### config.mk
export PLATFORM = sky130hd
export DESIGN_NAME = refill_arbiter
export DESIGN_NICKNAME = d
export VERILOG_FILES = /design/src/rtl/refill_arbiter_pkg.sv /design/src/rtl/refill_arbiter_dff.sv /design/src/rtl/refill_arbiter_rr.sv /design/src/rtl/refill_arbiter.sv
export SDC_FILE = /design/constraint.sdc
export NUM_CORES = 1
export LEC_CHECK = 0
export CAP_MARGIN = 20
export CORE_AREA = 5 5 144 146
export CTS_CLUSTER_SIZE = 40
export DETAILED_ROUTE_END_ITERATION = 8
export DIE_AREA = 0 0 149 151
export GPL_ROUTABILITY_DRIVEN = 0
export PLACE_DENSITY = 0.66
export SKIP_LAST_GASP = 1
export SLEW_MARGIN = 25
export SYNTH_ARGS = -nofsm -noshare
export SYNTH_HDL_FRONTEND = slang
export SYNTH_SLANG_ARGS = --single-unit
### constraint.sdc
create_clock -name clock -period 2.55 [get_ports clock]
set_clock_uncertainty 0.05 [all_clocks]
set_input_delay 0.6375 -clock clock [delete_from_list [all_inputs] [get_ports clock]]
set_output_delay 0.6375 -clock clock [all_outputs]
set_load 0.03 [all_outputs]
### src/rtl/refill_arbiter_pkg.sv
// Shared encodings for the icache/dcache line-refill arbiter.
package refill_arbiter_pkg;

    localparam int LINE_OFFSET_W = 6;

    typedef enum logic [1:0] {
        ST_IDLE = 2'd0,
        ST_ADDR = 2'd1,
        ST_DATA = 2'd2
    } state_e;

    typedef enum logic {
        REQ_IC = 1'b0,
        REQ_DC = 1'b1
    } req_id_e;

endpackage

### src/rtl/refill_arbiter_dff.sv
// Async active-low reset flop cells: plain (dff_ar) and load-enabled (dff_aren).
module dff_ar #(
    parameter int             W       = 1,
    parameter logic [W-1:0]   RST_VAL = '0
) (
    input  logic         clk,
    input  logic         rst_n,
    input  logic [W-1:0] d_i,
    output logic [W-1:0] q_o
);

    // NOTE: sequential state uses non-blocking assignments so every flop samples pre-edge values.
    always_ff @(posedge clk or negedge rst_n) begin
        if (!rst_n) q_o <= RST_VAL;
        else        q_o <= d_i;
    end

endmodule

module dff_aren #(
    parameter int             W       = 1,
    parameter logic [W-1:0]   RST_VAL = '0
) (
    input  logic         clk,
    input  logic         rst_n,
    input  logic         en_i,
    input  logic [W-1:0] d_i,
    output logic [W-1:0] q_o
);

    always_ff @(posedge clk or negedge rst_n) begin
        if (!rst_n)    q_o <= RST_VAL;
        else if (en_i) q_o <= d_i;
    end

endmodule

### src/rtl/refill_arbiter_rr.sv
// Two-requester round-robin grant; last_grant advances only when update_i confirms a handshake.
module rr_arbiter2
    import refill_arbiter_pkg::*;
(
    input  logic    clk,
    input  logic    rst_n,
    input  logic    req_ic_i,
    input  logic    req_dc_i,
    input  logic    update_i,
    output logic    gnt_valid_o,
    output req_id_e gnt_id_o
);

    logic last_q;
    logic last_d;

    // Reset to DC so the icache wins the first tie.
    dff_ar #(.W(1), .RST_VAL(1'(REQ_DC))) u_last_ff (
        .clk   (clk),
        .rst_n (rst_n),
        .d_i   (last_d),
        .q_o   (last_q)
    );

    // NOTE: every always_comb output gets a default first, so no path can infer a latch.
    always_comb begin
        gnt_valid_o = req_ic_i | req_dc_i;
        gnt_id_o    = REQ_IC;
        if (req_ic_i && req_dc_i) gnt_id_o = req_id_e'(~last_q);
        else if (req_dc_i)        gnt_id_o = REQ_DC;
        last_d = update_i ? logic'(gnt_id_o) : last_q;
    end

endmodule

### src/rtl/refill_arbiter.sv
// Shares one memory read-burst port between icache and dcache line refills;
// one line in flight at a time, beats steered back to the granted cache.
module refill_arbiter
    import refill_arbiter_pkg::*;
#(
    parameter int ADDR_W = 56,
    parameter int DATA_W = 64,
    parameter int BEATS  = 8
) (
    input  logic              clock,
    input  logic              reset,
    input  logic              ic_req_valid,
    input  logic [ADDR_W-1:0] ic_req_addr,
    output logic              ic_req_ready,
    output logic              ic_rsp_valid,
    output logic [DATA_W-1:0] ic_rsp_data,
    output logic              ic_rsp_last,
    input  logic              ic_rsp_ready,
    input  logic              dc_req_valid,
    input  logic [ADDR_W-1:0] dc_req_addr,
    output logic              dc_req_ready,
    output logic              dc_rsp_valid,
    output logic [DATA_W-1:0] dc_rsp_data,
    output logic              dc_rsp_last,
    input  logic              dc_rsp_ready,
    output logic              mem_ar_valid,
    output logic [ADDR_W-1:0] mem_ar_addr,
    input  logic              mem_ar_ready,
    input  logic              mem_r_valid,
    input  logic [DATA_W-1:0] mem_r_data,
    input  logic              mem_r_last,
    output logic              mem_r_ready,
    output logic              busy,
    output logic              protocol_err
);

    localparam int               CNT_W    = $clog2(BEATS);
    localparam logic [CNT_W-1:0] CNT_LAST = CNT_W'(BEATS - 1);

    logic [1:0]        state_raw;
    state_e            state_q, state_d;
    logic [CNT_W-1:0]  cnt_q, cnt_d;
    logic              perr_q, perr_d;
    logic              gid_q;
    logic [ADDR_W-1:0] addr_q, addr_d;
    logic              gnt_valid;
    req_id_e           gnt_id;
    logic              req_hs;
    logic              is_last;
    logic              unused_offset;

    assign state_q       = state_e'(state_raw);
    assign unused_offset = ^{ic_req_addr[LINE_OFFSET_W-1:0], dc_req_addr[LINE_OFFSET_W-1:0]};

    rr_arbiter2 u_rr (
        .clk         (clock),
        .rst_n       (reset),
        .req_ic_i    (ic_req_valid),
        .req_dc_i    (dc_req_valid),
        .update_i    (req_hs),
        .gnt_valid_o (gnt_valid),
        .gnt_id_o    (gnt_id)
    );

    // Gating with reset keeps req_ready low while reset is held even if requests are up.
    assign req_hs       = reset && (state_q == ST_IDLE) && gnt_valid;
    assign ic_req_ready = req_hs && (gnt_id == REQ_IC);
    assign dc_req_ready = req_hs && (gnt_id == REQ_DC);

    assign addr_d = (gnt_id == REQ_DC)
                  ? {dc_req_addr[ADDR_W-1:LINE_OFFSET_W], {LINE_OFFSET_W{1'b0}}}
                  : {ic_req_addr[ADDR_W-1:LINE_OFFSET_W], {LINE_OFFSET_W{1'b0}}};

    dff_ar  #(.W(2), .RST_VAL(ST_IDLE)) u_state_ff (
        .clk(clock), .rst_n(reset), .d_i(state_d), .q_o(state_raw));
    dff_ar  #(.W(CNT_W))  u_cnt_ff  (.clk(clock), .rst_n(reset), .d_i(cnt_d),  .q_o(cnt_q));
    dff_ar  #(.W(1))      u_perr_ff (.clk(clock), .rst_n(reset), .d_i(perr_d), .q_o(perr_q));
    dff_aren #(.W(1))     u_gid_ff  (.clk(clock), .rst_n(reset), .en_i(req_hs),
                                     .d_i(gnt_id), .q_o(gid_q));
    dff_aren #(.W(ADDR_W)) u_addr_ff (.clk(clock), .rst_n(reset), .en_i(req_hs),
                                      .d_i(addr_d), .q_o(addr_q));

    assign is_last      = (cnt_q == CNT_LAST);
    assign busy         = (state_q != ST_IDLE);
    assign mem_ar_addr  = addr_q;
    assign protocol_err = perr_q;

    always_comb begin
        state_d      = state_q;
        cnt_d        = cnt_q;
        perr_d       = perr_q;
        mem_ar_valid = 1'b0;
        mem_r_ready  = 1'b0;
        ic_rsp_valid = 1'b0;
        ic_rsp_last  = 1'b0;
        ic_rsp_data  = '0;
        dc_rsp_valid = 1'b0;
        dc_rsp_last  = 1'b0;
        dc_rsp_data  = '0;
        unique case (state_q)
            ST_IDLE: if (req_hs) state_d = ST_ADDR;
            ST_ADDR: begin
                mem_ar_valid = 1'b1;
                if (mem_ar_ready) begin
                    state_d = ST_DATA;
                    cnt_d   = '0;
                end
            end
            ST_DATA: begin
                ic_rsp_data = mem_r_data;
                dc_rsp_data = mem_r_data;
                if (gid_q == REQ_IC) begin
                    ic_rsp_valid = mem_r_valid;
                    ic_rsp_last  = is_last;
                    mem_r_ready  = ic_rsp_ready;
                end else begin
                    dc_rsp_valid = mem_r_valid;
                    dc_rsp_last  = is_last;
                    mem_r_ready  = dc_rsp_ready;
                end
                // Sequencing follows the beat counter; mem_r_last is only cross-checked.
                if (mem_r_valid && mem_r_ready) begin
                    if (mem_r_last != is_last) perr_d = 1'b1;
                    if (is_last) begin
                        state_d = ST_IDLE;
                        cnt_d   = '0;
                    end else begin
                        cnt_d = cnt_q + CNT_W'(1);
                    end
                end
            end
            default: state_d = ST_IDLE;
        endcase
    end

endmodule

Yosys cells after proc, flatten, opt, wreduce, memory -nomap -nowiden
Index checks and enable logic that the tools add are counted.
{ "classes": {"addsub": 1, "eq_ne": 8, "mux": 25, "bitwise": 3, "reduce_logical": 12} }
{ "ops": {"columns": ["cell", "count"], "rows": [
  ["64-bit 2-to-1 mux", 1],
  ["56-bit 2-to-1 mux", 1],
  ["1-bit 2-to-1 mux", 14],
  ["3-bit 2-to-1 mux", 3],
  ["2-bit 2-to-1 mux", 4],
  ["2-bit != test, second input constant", 4],
  ["1-bit logical AND", 6],
  ["2-bit case mux with 3 select lines", 1],
  ["3-bit case mux with 2 select lines", 1],
  ["3-bit AND reduction", 2],
  ["4-bit AND reduction", 1],
  ["2-bit nonzero test", 2],
  ["3-bit by 1-bit adder with 3-bit output, second input constant", 1],
  ["3-bit equality test, second input constant", 1],
  ["2-bit by 1-bit equality test with 1-bit output, second input constant", 1],
  ["2-bit equality test, second input constant", 1],
  ["2-bit zero test", 1],
  ["1-bit NOT", 2],
  ["1-bit != test", 1],
  ["1-bit bitwise OR", 1]
]} }
{ "totals": {"ff_bits": 64, "in_bits": 185, "output_inout_bits": 194} }

Logic depth before layout (Yosys ltp)
Gate-level depths: netlist (run 1).
{ "depth": {"ltp_word": 5, "depth_mapped": 6} }

Modules after synthesis
A second synthesis (run 1) with hierarchy kept.
{ "hier_totals": {"cells_unflattened": 367, "area_unflattened_um2": 4344.2} }
{ "by_module_without_submodules": {"columns": ["module", "n_inst", "cells_each", "area_each_um2", "seq_area_each_um2"], "rows": [
  ["dff_aren at u_addr_ff", 1, 118, 2243.4, 1401.3],
  ["refill_arbiter", 1, 237, 1851.8, 0.0],
  ["dff_ar at u_cnt_ff", 1, 3, 75.1, 75.1],
  ["dff_ar at u_state_ff", 1, 2, 50.0, 50.0],
  ["dff_aren at u_gid_ff", 1, 2, 40.0, 25.0],
  ["rr_arbiter2", 1, 3, 32.5, 0.0],
  ["dff_ar at u_rr.u_last_ff", 1, 1, 26.3, 26.3],
  ["dff_ar at u_perr_ff", 1, 1, 25.0, 25.0]
]} }

Worst setup path after synthesis (run 1)
No wires, ideal clock.
{ "synth_path": {"kind": "reg-to-output", "startpoint": "register u_state_ff.q_o[0]", "endpoint": "output ic_rsp_data[10]", "t_arrival_ns": 1.648, "required_time_ns": 1.862, "setup_slack_ns": 0.215, "path_stages_with_launch": 6, "n_path_buf": 3, "path_cell_list": "dfrtp_1 and2b_1 clkbuf_1 clkbuf_1 and2_1 buf_4"} }
{ "synth_between": {"elab_chain_len": 2} }
{ "synth_lines": {"columns": ["item", "line", "source"], "rows": [
  ["start: declaration", "refill_arbiter_dff.sv:9", "output logic [W-1:0] q_o"],
  ["start signal: assignment", "refill_arbiter_dff.sv:15", "else q_o <= d_i;"],
  ["2-bit equality test", null, null],
  ["64-bit 2-to-1 mux", null, null],
  ["end: declaration", "refill_arbiter.sv:16", "output logic [DATA_W-1:0] ic_rsp_data,"]
]} }
Every way passes these cells.

Final worst setup path (run 1)
{ "layout_path": {"startpoint": "register u_state_ff.q_o[0]", "endpoint": "output busy"} }
{ "layout_between": {"elab_chain_len": 1} }
{ "layout_lines": {"columns": ["item", "line", "source"], "rows": [
  ["2-bit nonzero test", "refill_arbiter.sv:84", "assign busy = (state_q != ST_IDLE);"],
  ["end: declaration", "refill_arbiter.sv:33", "output logic busy,"]
]} }
Every way passes these cells.

==> flow_summary.yaml, run 1 <==
pwr:
  p_sw_mw: 3.84
  comb_power_share: 0.641
  intPower_mw: 4.60
  p_leak_nw: 3.37
  power_density_nw_per_um2: 1100
  p_sw_frac: 0.455
  seqPwrFrac: 0.194
  power.share.clock: 0.166
  ir_drop_v: 0.000435
floorplanning:
  die_h_um: 151
  io_pins: 379
  dieWidth_um: 149
  initial_core_util: 0.212
  num_rows: 51
  core-area_um2: 19300
  fp.dieArea_um2: 22500
grt:
  grt_pass1_vias: 4452
  grt_use_total: 0.151
  antenna_found_initial: 3
  grt_max_degree: 67
  grt.overflow.total: 0
  grt_pass1_wl_mm: 26.0
critical_path:
  path_cells: "or2_2 > clkdlybuf4s50_1"
  cp_max_fo: 8
  arrival_ns: 1.75
  startpoint_type: "flop"
  crit_path_end_kind: "primary output"
  r2r.worst_path.cells: 5
  critPathKind: "reg2out"
  cp_slowest_cell: "clkdlybuf4s50_1"
  required_ns: 1.86
  max_stage_delay_ns: 0.62
cells_and_area:
  drive_above_1_share: 0.319
  fillCellCount: 1916
  layout_commonest_cell: "clkdlybuf4s50_1"
  final_nets: 898
  most-common-layout-cells: "clkdlybuf4s50_1 (222), buf_4 (129), and2_1 (58)"
  synthToLayoutAreaGrowth_pct: 87.8
  finish.instance_area_um2: 7690
  register_area_um2: 1450
  multi_input_area_um2: 1920
sta:
  slew_headroom: 0.451
  setup_viol: 0
  worst_pin_slew_ns: 0.823
  hold_viol: 0
  final.min_clock_period_ns: 2.44
  maxSlewViolCount: 0
  setup_slack_ns: 0.108
  rsz0062_at_grt: "false"
  max_freq_ghz: 0.409
  tns_ns: 0
  fin_crit_sh: 0.958
clock_tree:
  insertion_delay_ns: 0.33
  cts_setup_buffers: 0
  clk_path_buf_depth: 2
  cts_tree: "yes"
  h-tree-depth: 3
  root_buffer: "clkbuf_16"
  clkSlewWorstSetupHoldPaths_ns: 0.06
  clkSinkCount: 58
  cts_made_buffers: 9
drt:
  drt_iter0_markers: 93
  wl_per_cell_um: 18.7
  via_per_inst: 4.25
  remaining_drc_errors: 0
  vias: 4179
  dr.pass1.iters: 4
  ant_nets: 0
  wirelength_mm: 18.4
place:
  place_ws_ns: 0.208
  placed_area_um2: 7310
  placement.io_buffers: 360
  dp_hpwl_mm: 14.8
min_path:
  min_path_type: "reg2reg"
  hold_depth: 1
logic_synthesis:
  syn_avg_cell_area_um2: 9.63
  synthCells: 425
  ys_seq_area_frac: 0.355
  synthesis.area_um2: 4090
  ys_warn_count: 0
  yosys.cell_types.count: 31
  ys_seq_elements: 58
status:
  outcome: "completed"
job:
  drv_cap: 0
## state kept, by name, summed over array words and instances (netlist names)
name                flops
u_perr_ff.q_o           1
u_addr_ff.q_o          50
u_cnt_ff.q_o            3
u_rr.u_last_ff.q_o      1
u_state_ff.q_o          2
u_gid_ff.q_o            1
## cells by family after synthesis
family,Yosys count,synth area share
xor+xnor,1,0.00214
buf+inv,110,0.189
mux,4,0.00978
simple gates,192,0.303
compound gates,56,0.131
other cells,1,0.000916
flops,58,0.355
fa+ha+maj,3,0.00917
## final timing paths
kind,startpoint,end,slack [ns]
hold reg to reg,u_perr_ff.q_o,u_perr_ff.q_o,0.41
setup / recovery,u_state_ff.q_o[0],busy,0.11
setup reg to reg,u_state_ff.q_o[1],u_addr_ff.q_o[10],0.71
min in group asynchronous,reset,u_addr_ff.q_o[11],0.48
max in group asynchronous,reset,u_addr_ff.q_o[52],1.41
hold / removal,u_perr_ff.q_o,u_perr_ff.q_o,0.41
## worst max-delay path, delay by kind of cell, from the launching register on
family	cells	cell delay [ns]
buf+inv	1	0.62
flops	1	0.46
simple gates	1	0.34
## metrics by stage
step                power (mW)  hold WS (ns)   util  cells
global placement          7.04         0.391  0.379    963
finish                    8.44         0.412  0.399    983
floorplan                 4.96         0.292      -    430
detailed placement        7.06         0.403  0.379    963
CTS                       8.51         0.416  0.397    979
global route              8.84         0.464  0.399    983
## synth_stat cells
cell type,n,area share
nand2b_1,3,0.0046
and2_1,64,0.098
buf_2,6,0.0073
or3b_1,1,0.0021
dfrtp_1,57,0.35
a21o_1,1,0.0018
o21ai_0,2,0.0024
nor3_2,49,0.12
ha_1,3,0.0092
and2b_1,1,0.0018
nand2_1,57,0.052
or2_2,1,0.0015
inv_1,4,0.0037
conb_1,1,0.00092
nor3b_2,1,0.0031
o21a_1,2,0.0037
dfstp_2,1,0.0064
mux2i_1,4,0.0098
nor2b_1,1,0.0015
buf_4,70,0.13
nand3_1,1,0.0012
nor3b_1,1,0.0018
nand3b_1,2,0.0037
nor3_1,1,0.0012
clkbuf_1,18,0.017
a221o_1,50,0.12
and3_1,3,0.0046
o21ai_1,1,0.0012
xor2_1,1,0.0021
buf_6,12,0.033
nor2_1,6,0.0055
## layout make-up
cell class | instances | share of cell area
diodes | 3 | 0.000977
inverters | 4 | 0.00195
flip-flops and latches | 58 | 0.189
multi-input cells | 262 | 0.249
well taps | 265 | 0.0431
clock buffers | 11 | 0.0303
repair buffers | 375 | 0.472
clock inverters | 5 | 0.0133
## power by group through the flow
| stage | Combinational [mW] | Sequential [mW] | Clock [mW] |
|---|---|---|---|
| detailed placement | 5.43 | 1.63 | 0 |
| floorplan | 2.60 | 2.35 | 0 |
| global placement | 5.40 | 1.64 | 0 |
| global route | 5.69 | 1.69 | 1.47 |
| finish | 5.41 | 1.63 | 1.40 |
| CTS | 5.43 | 1.64 | 1.44 |
## what timing repair did
action	4_1_cts	5_1_grt
hold buffers	0	0
pin swaps	0	0
setup endpoints to repair	1	10
cloned	0	1
endpoints found under the hold margin	0	0
resized for setup	1	8
## routing by layer
metal / up-vias / global-route usage / part of all wire
met5: - / 0 / 0
met4: 0 / 0.0513 / 0.022
met3: 21 / 0.0491 / 0.095
met2: 212 / 0.285 / 0.53
met1: 1977 / 0.158 / 0.35
li1: 1969 / - / -
No activity file was read; power rests on OpenSTA's default activity.
==> run 2: changes to the inputs <==
--- a/config.mk
+++ b/config.mk
@@ -6,12 +6,14 @@
 export NUM_CORES = 1
 export LEC_CHECK = 0
 export CAP_MARGIN = 20
-export CORE_AREA = 5 5 144 146
+export CORE_AREA = 3 3 146 148
+export CTS_CLUSTER_DIAMETER = 60
 export CTS_CLUSTER_SIZE = 40
 export DETAILED_ROUTE_END_ITERATION = 8
 export DIE_AREA = 0 0 149 151
 export GPL_ROUTABILITY_DRIVEN = 0
-export PLACE_DENSITY = 0.66
+export PLACE_DENSITY = 0.63
+export SETUP_SLACK_MARGIN = 0.5
 export SKIP_LAST_GASP = 1
 export SLEW_MARGIN = 25
 export SYNTH_ARGS = -nofsm -noshare
==> flow_summary.yaml, run 2 (synthesis gave the netlist of run 1 again) <==
cells_and_area:
  layout_commonest_cell: "clkdlybuf4s50_1"
  fin_util: 0.426
  most-common-layout-cells: "clkdlybuf4s50_1 (167), buf_6 (122), and2_4 (64)"
  fillCellCount: 1945
  final_nets: 918
  stdcell_count: 1006
  reg.largest.list: "u_addr_ff.q_o: 50 flops, u_cnt_ff.q_o: 3 flops, u_state_ff.q_o: 2 flops"
  drive_above_1_share: 0.435
  finish.instance_area_um2: 8590
  synthToLayoutAreaGrowth_pct: 110
  regMostFlops: "u_addr_ff.q_o"
  largest_reg_flops: 50
drt:
  wl_per_cell_um: 19.1
  dr.pass1.iters: 4
  wirelength_mm: 19.2
  ant_nets: 0
  drt_iter0_markers: 113
  vias: 4298
  via_per_inst: 4.27
  remaining_drc_errors: 0
place:
  placed_area_um2: 7460
  place_ws_ns: 0.204
  dp_hpwl_mm: 13.9
  numPlacedInstances: 968
  placement.io_buffers: 360
clock_tree:
  root_buffer: "clkbuf_16"
  h-tree-depth: 3
  cts_tree: "yes"
  clk_path_buf_depth: 2
  clkSlewWorstSetupHoldPaths_ns: 0.05
  insertion_delay_ns: 0.32
  clkSinkCount: 58
  cts_made_buffers: 9
  ctsHoldBuffers: 0
grt:
  grt_max_degree: 59
  grt_pass1_wl_mm: 26.5
  grt.overflow.total: 0
  grt_use_total: 0.156
  grt_pass1_vias: 4343
  antenna_found_initial: 5
sta:
  max_freq_ghz: 0.429
  hold_viol: 0
  tns_ns: 0
  setup_slack_ns: 0.219
  worst_pin_slew_ns: 0.787
  whs_ns: 0.407
  maxSlewViolCount: 0
  fin_crit_sh: 0.914
  final.min_clock_period_ns: 2.33
  slew_headroom: 0.475
  rsz0062_at_grt: "true"
  setup_viol: 0
job:
  drv_cap: 0
floorplanning:
  dieWidth_um: 149
  io_pins: 379
  num_rows: 52
  initial_core_util: 0.203
  fp.dieArea_um2: 22500
  core-area_um2: 20200
  die_h_um: 151
pwr:
  p_leak_nw: 3.87
  power_density_nw_per_um2: 1060
  ir_drop_v: 0.000441
  total_power_mw: 9.10
status:
  outcome: "completed"
critical_path:
  cp_max_fo: 16
  cp-startpoint: "u_state_ff.q_o[0]"
  crit_path_end_kind: "primary output"
  arrival_ns: 1.64
  required_ns: 1.86
  r2r.worst_path.cells: 6
  startpoint_type: "flop"
  r2r-start: "u_state_ff.q_o[1]"
  critPathKind: "reg2out"
min_path:
  min_path_type: "reg2reg"
  min-delay-start: "u_perr_ff.q_o"
  hold_depth: 1
## run 2: cell count changes in the layout (fill, tap and decap cells not counted), moves of 3 or more
cell	previous run	this run
buf_6	0	122
buf_4	129	17
dlymetal6s2s_1	1	7
and2_4	0	64
and3_4	0	3
buf_12	19	23
and2_1	58	0
bufinv_16	3	0
dlygate4sd2_1	1	47
buf_16	0	6
clkdlybuf4s50_1	222	167
and2_2	6	0
## run 2: worst paths after layout
kind | endpoint | slack (ns)
worst max-delay path | dc_rsp_data[21] | 0.22
worst min-delay path | u_perr_ff.q_o | 0.41
worst max register to register | u_addr_ff.q_o[21] | 0.61
worst min register to register | u_perr_ff.q_o | 0.41
max in group asynchronous | u_state_ff.q_o[0] | 1.39
min in group asynchronous | u_cnt_ff.q_o[2] | 0.48
## run 2: timing repair
action | CTS | global route
cloned | 6 | 2
buffers inserted | 12 | 1
setup endpoints to repair | 180 | 143
pin swaps | 22 | 22
resized for setup | 228 | 15
## run 2: routing by layer
metal,vias up,part of all wire,GRT usage
met2,219,0.55,0.298
met1,2046,0.35,0.169
met5,-,0.0021,0
li1,2007,-,-
met3,20,0.080,0.0464
met4,6,0.013,0.0366
## run 2: power breakdown
group | switching, mW | internal, mW
clock | 0.427 | 0.704
combinational | 3.43 | 2.92
sequential | 0.264 | 1.35
## run 2: layout make-up
cell class / instances / area [µm²] / area share
repair buffers: 395 / 4370 / 0.509
multi-input cells: 262 / 2130 / 0.248
flip-flops and latches: 58 / 1460 / 0.169
well taps: 270 / 338 / 0.0393
clock buffers: 13 / 260 / 0.0303
inverters: 4 / 15.0 / 0.00175
clock inverters: 2 / 12.5 / 0.00146
diodes: 2 / 5.00 / 0.000582
## run 2: worst max-delay path, cell delays in order, from the launching register on
cell and delay [ns]:
dfrtp_2 0.42, and2b_4 0.31, buf_12 0.15, buf_16 0.14
and2_4 0.17, buf_6 0.13
==> RTL edit (flow settings as in run 1) <==
Make the reset (`rst_n`) synchronous in 2 clocked blocks. Comments in the files are not updated.
--- a/src/rtl/refill_arbiter_dff.sv
+++ b/src/rtl/refill_arbiter_dff.sv
@@ -10,7 +10,7 @@
 );
 
     // NOTE: sequential state uses non-blocking assignments so every flop samples pre-edge values.
-    always_ff @(posedge clk or negedge rst_n) begin
+    always_ff @(posedge clk) begin
         if (!rst_n) q_o <= RST_VAL;
         else        q_o <= d_i;
     end
@@ -28,7 +28,7 @@
     output logic [W-1:0] q_o
 );
 
-    always_ff @(posedge clk or negedge rst_n) begin
+    always_ff @(posedge clk) begin
         if (!rst_n)    q_o <= RST_VAL;
         else if (en_i) q_o <= d_i;
     end
Function: differs if reset is asserted again (counterexample within 4 cycles, from zero or initial values and one cycle with reset low); with reset held inactive, the same outputs for 4 cycles.
==> RTL edit against run 1 <==
Register-to-register slack about the same. Count of clock-buffer cells in the layout up 3. Design area up 2.9%. Largest cell class unchanged. Sequential cell count unchanged. Sequential share of layout area down 4.2 points. Global-route usage up 2.0 points. Wire length up 12%. Area after synthesis up 0.49%. Non-clock buffer count up 5. Setup slack worse by 0.050 ns.
Power is not compared: it rests on default switching activity, and its combinational part moved more than twofold at a synthesized area within 25%.
==> RTL edit: results <==
# TYPE chip_impl_metric gauge
chip_impl_metric{name="relative_area_of_non_clock_buffer_cells_in_the_final_design",unit="%"} 49.4
chip_impl_metric{name="antenna_cells",unit=""} 5
chip_impl_metric{name="count_of_mapped_cells_out_of_synthesis",unit=""} 483
chip_impl_metric{name="drt_iter0_drcs",unit=""} 129
chip_impl_info{name="min_delay_worst_endpoint",value="u_perr_ff.q_o"} 1
chip_impl_metric{name="number_of_antenna_violations_at_the_first_check_in_global_routing",unit=""} 5
chip_impl_info{name="outcome",value="finished clean"} 1
chip_impl_metric{name="synth-async-reset-ratio",unit="%"} 0
chip_impl_metric{name="num-fill-cells",unit=""} 1953
chip_impl_metric{name="placedInstanceArea",unit="sq mm"} 0.00755
chip_impl_metric{name="gr-usage-all-layers",unit="%"} 17.2
chip_impl_metric{name="post_layout_nonfiller_instances",unit=""} 1043
chip_impl_metric{name="wl_met2",unit="um"} 10900
chip_impl_metric{name="worst-path-max-fanout",unit=""} 4
chip_impl_metric{name="globalRouteMet3Util",unit="%"} 5.15
chip_impl_metric{name="multiInputCombCellCount",unit=""} 318
chip_impl_info{name="post_synth_main_area_contributors",value="dfxtp_1, a311oi_2, buf_4"} 1
chip_impl_metric{name="grt_max_degree",unit=""} 55
chip_impl_metric{name="buffers_excl_clock",unit=""} 380
chip_impl_info{name="worst_setup_path_startpoint",value="reset"} 1
chip_impl_info{name="launch_instance_of_the_worst_min_delay_path",value="u_perr_ff.q_o"} 1
chip_impl_metric{name="gr-usage-met1",unit="%"} 17.1
chip_impl_metric{name="ratio_of_cells_with_drive_above_1_in_the_final_layout",unit="%"} 30.7
chip_impl_metric{name="final.signal_inverter_count",unit=""} 2
chip_impl_metric{name="post-dp-hpwl",unit="um"} 16900
chip_impl_metric{name="area.sequential",unit="sq mm"} 0.00116
chip_impl_info{name="r2r_end",value="u_addr_ff.q_o[30]"} 1
chip_impl_metric{name="routed_length_per_placed_instance",unit="um"} 19.8
chip_impl_info{name="crit-reg2reg-launch",value="u_state_ff.q_o[0]"} 1
chip_impl_metric{name="grt_util_met2",unit="%"} 32.1
chip_impl_metric{name="clkbuf_count",unit=""} 14
chip_impl_metric{name="timing.final.crit_period",unit="ns"} 2.49
chip_impl_metric{name="worst_hold_margin",unit="ns"} 0.418
chip_impl_metric{name="grt_pass1_vias",unit=""} 4616
chip_impl_info{name="timing.critical_path.to",value="ic_req_ready"} 1
chip_impl_metric{name="multi_input_area_share",unit="%"} 27.4
chip_impl_info{name="ys_top_cells_by_count",value="nand2_1, buf_4, and2_1"} 1
==> RTL edit: cell types whose count changed after synthesis, sizes merged, moves of 2 or more <==
cell | run 1 | this run
dfxtp | 0 | 58
dfrtp | 57 | 0
a21oi | 0 | 56
a221o | 50 | 0
a311oi | 0 | 50
nor3 | 50 | 1
nand2 | 57 | 102
buf | 88 | 96
clkbuf | 18 | 14
mux2i | 4 | 1
nand4 | 0 | 3
o211ai | 0 | 3
inv | 4 | 2
==> RTL edit: logic make-up (layout without fill, tap and decap cells) <==
family / count (synthesis) / count (layout) / share of synthesized area (%)
buf+inv: 112 / 397 / 20.0
compound gates: 115 / 115 / 26.7
flops: 58 / 58 / 28.2
simple gates: 191 / 191 / 23.3
other cells: 1 / 11 / 0.0912
mux: 2 / 2 / 0.517
xor+xnor: 1 / 1 / 0.213
fa+ha+maj: 3 / 3 / 0.913
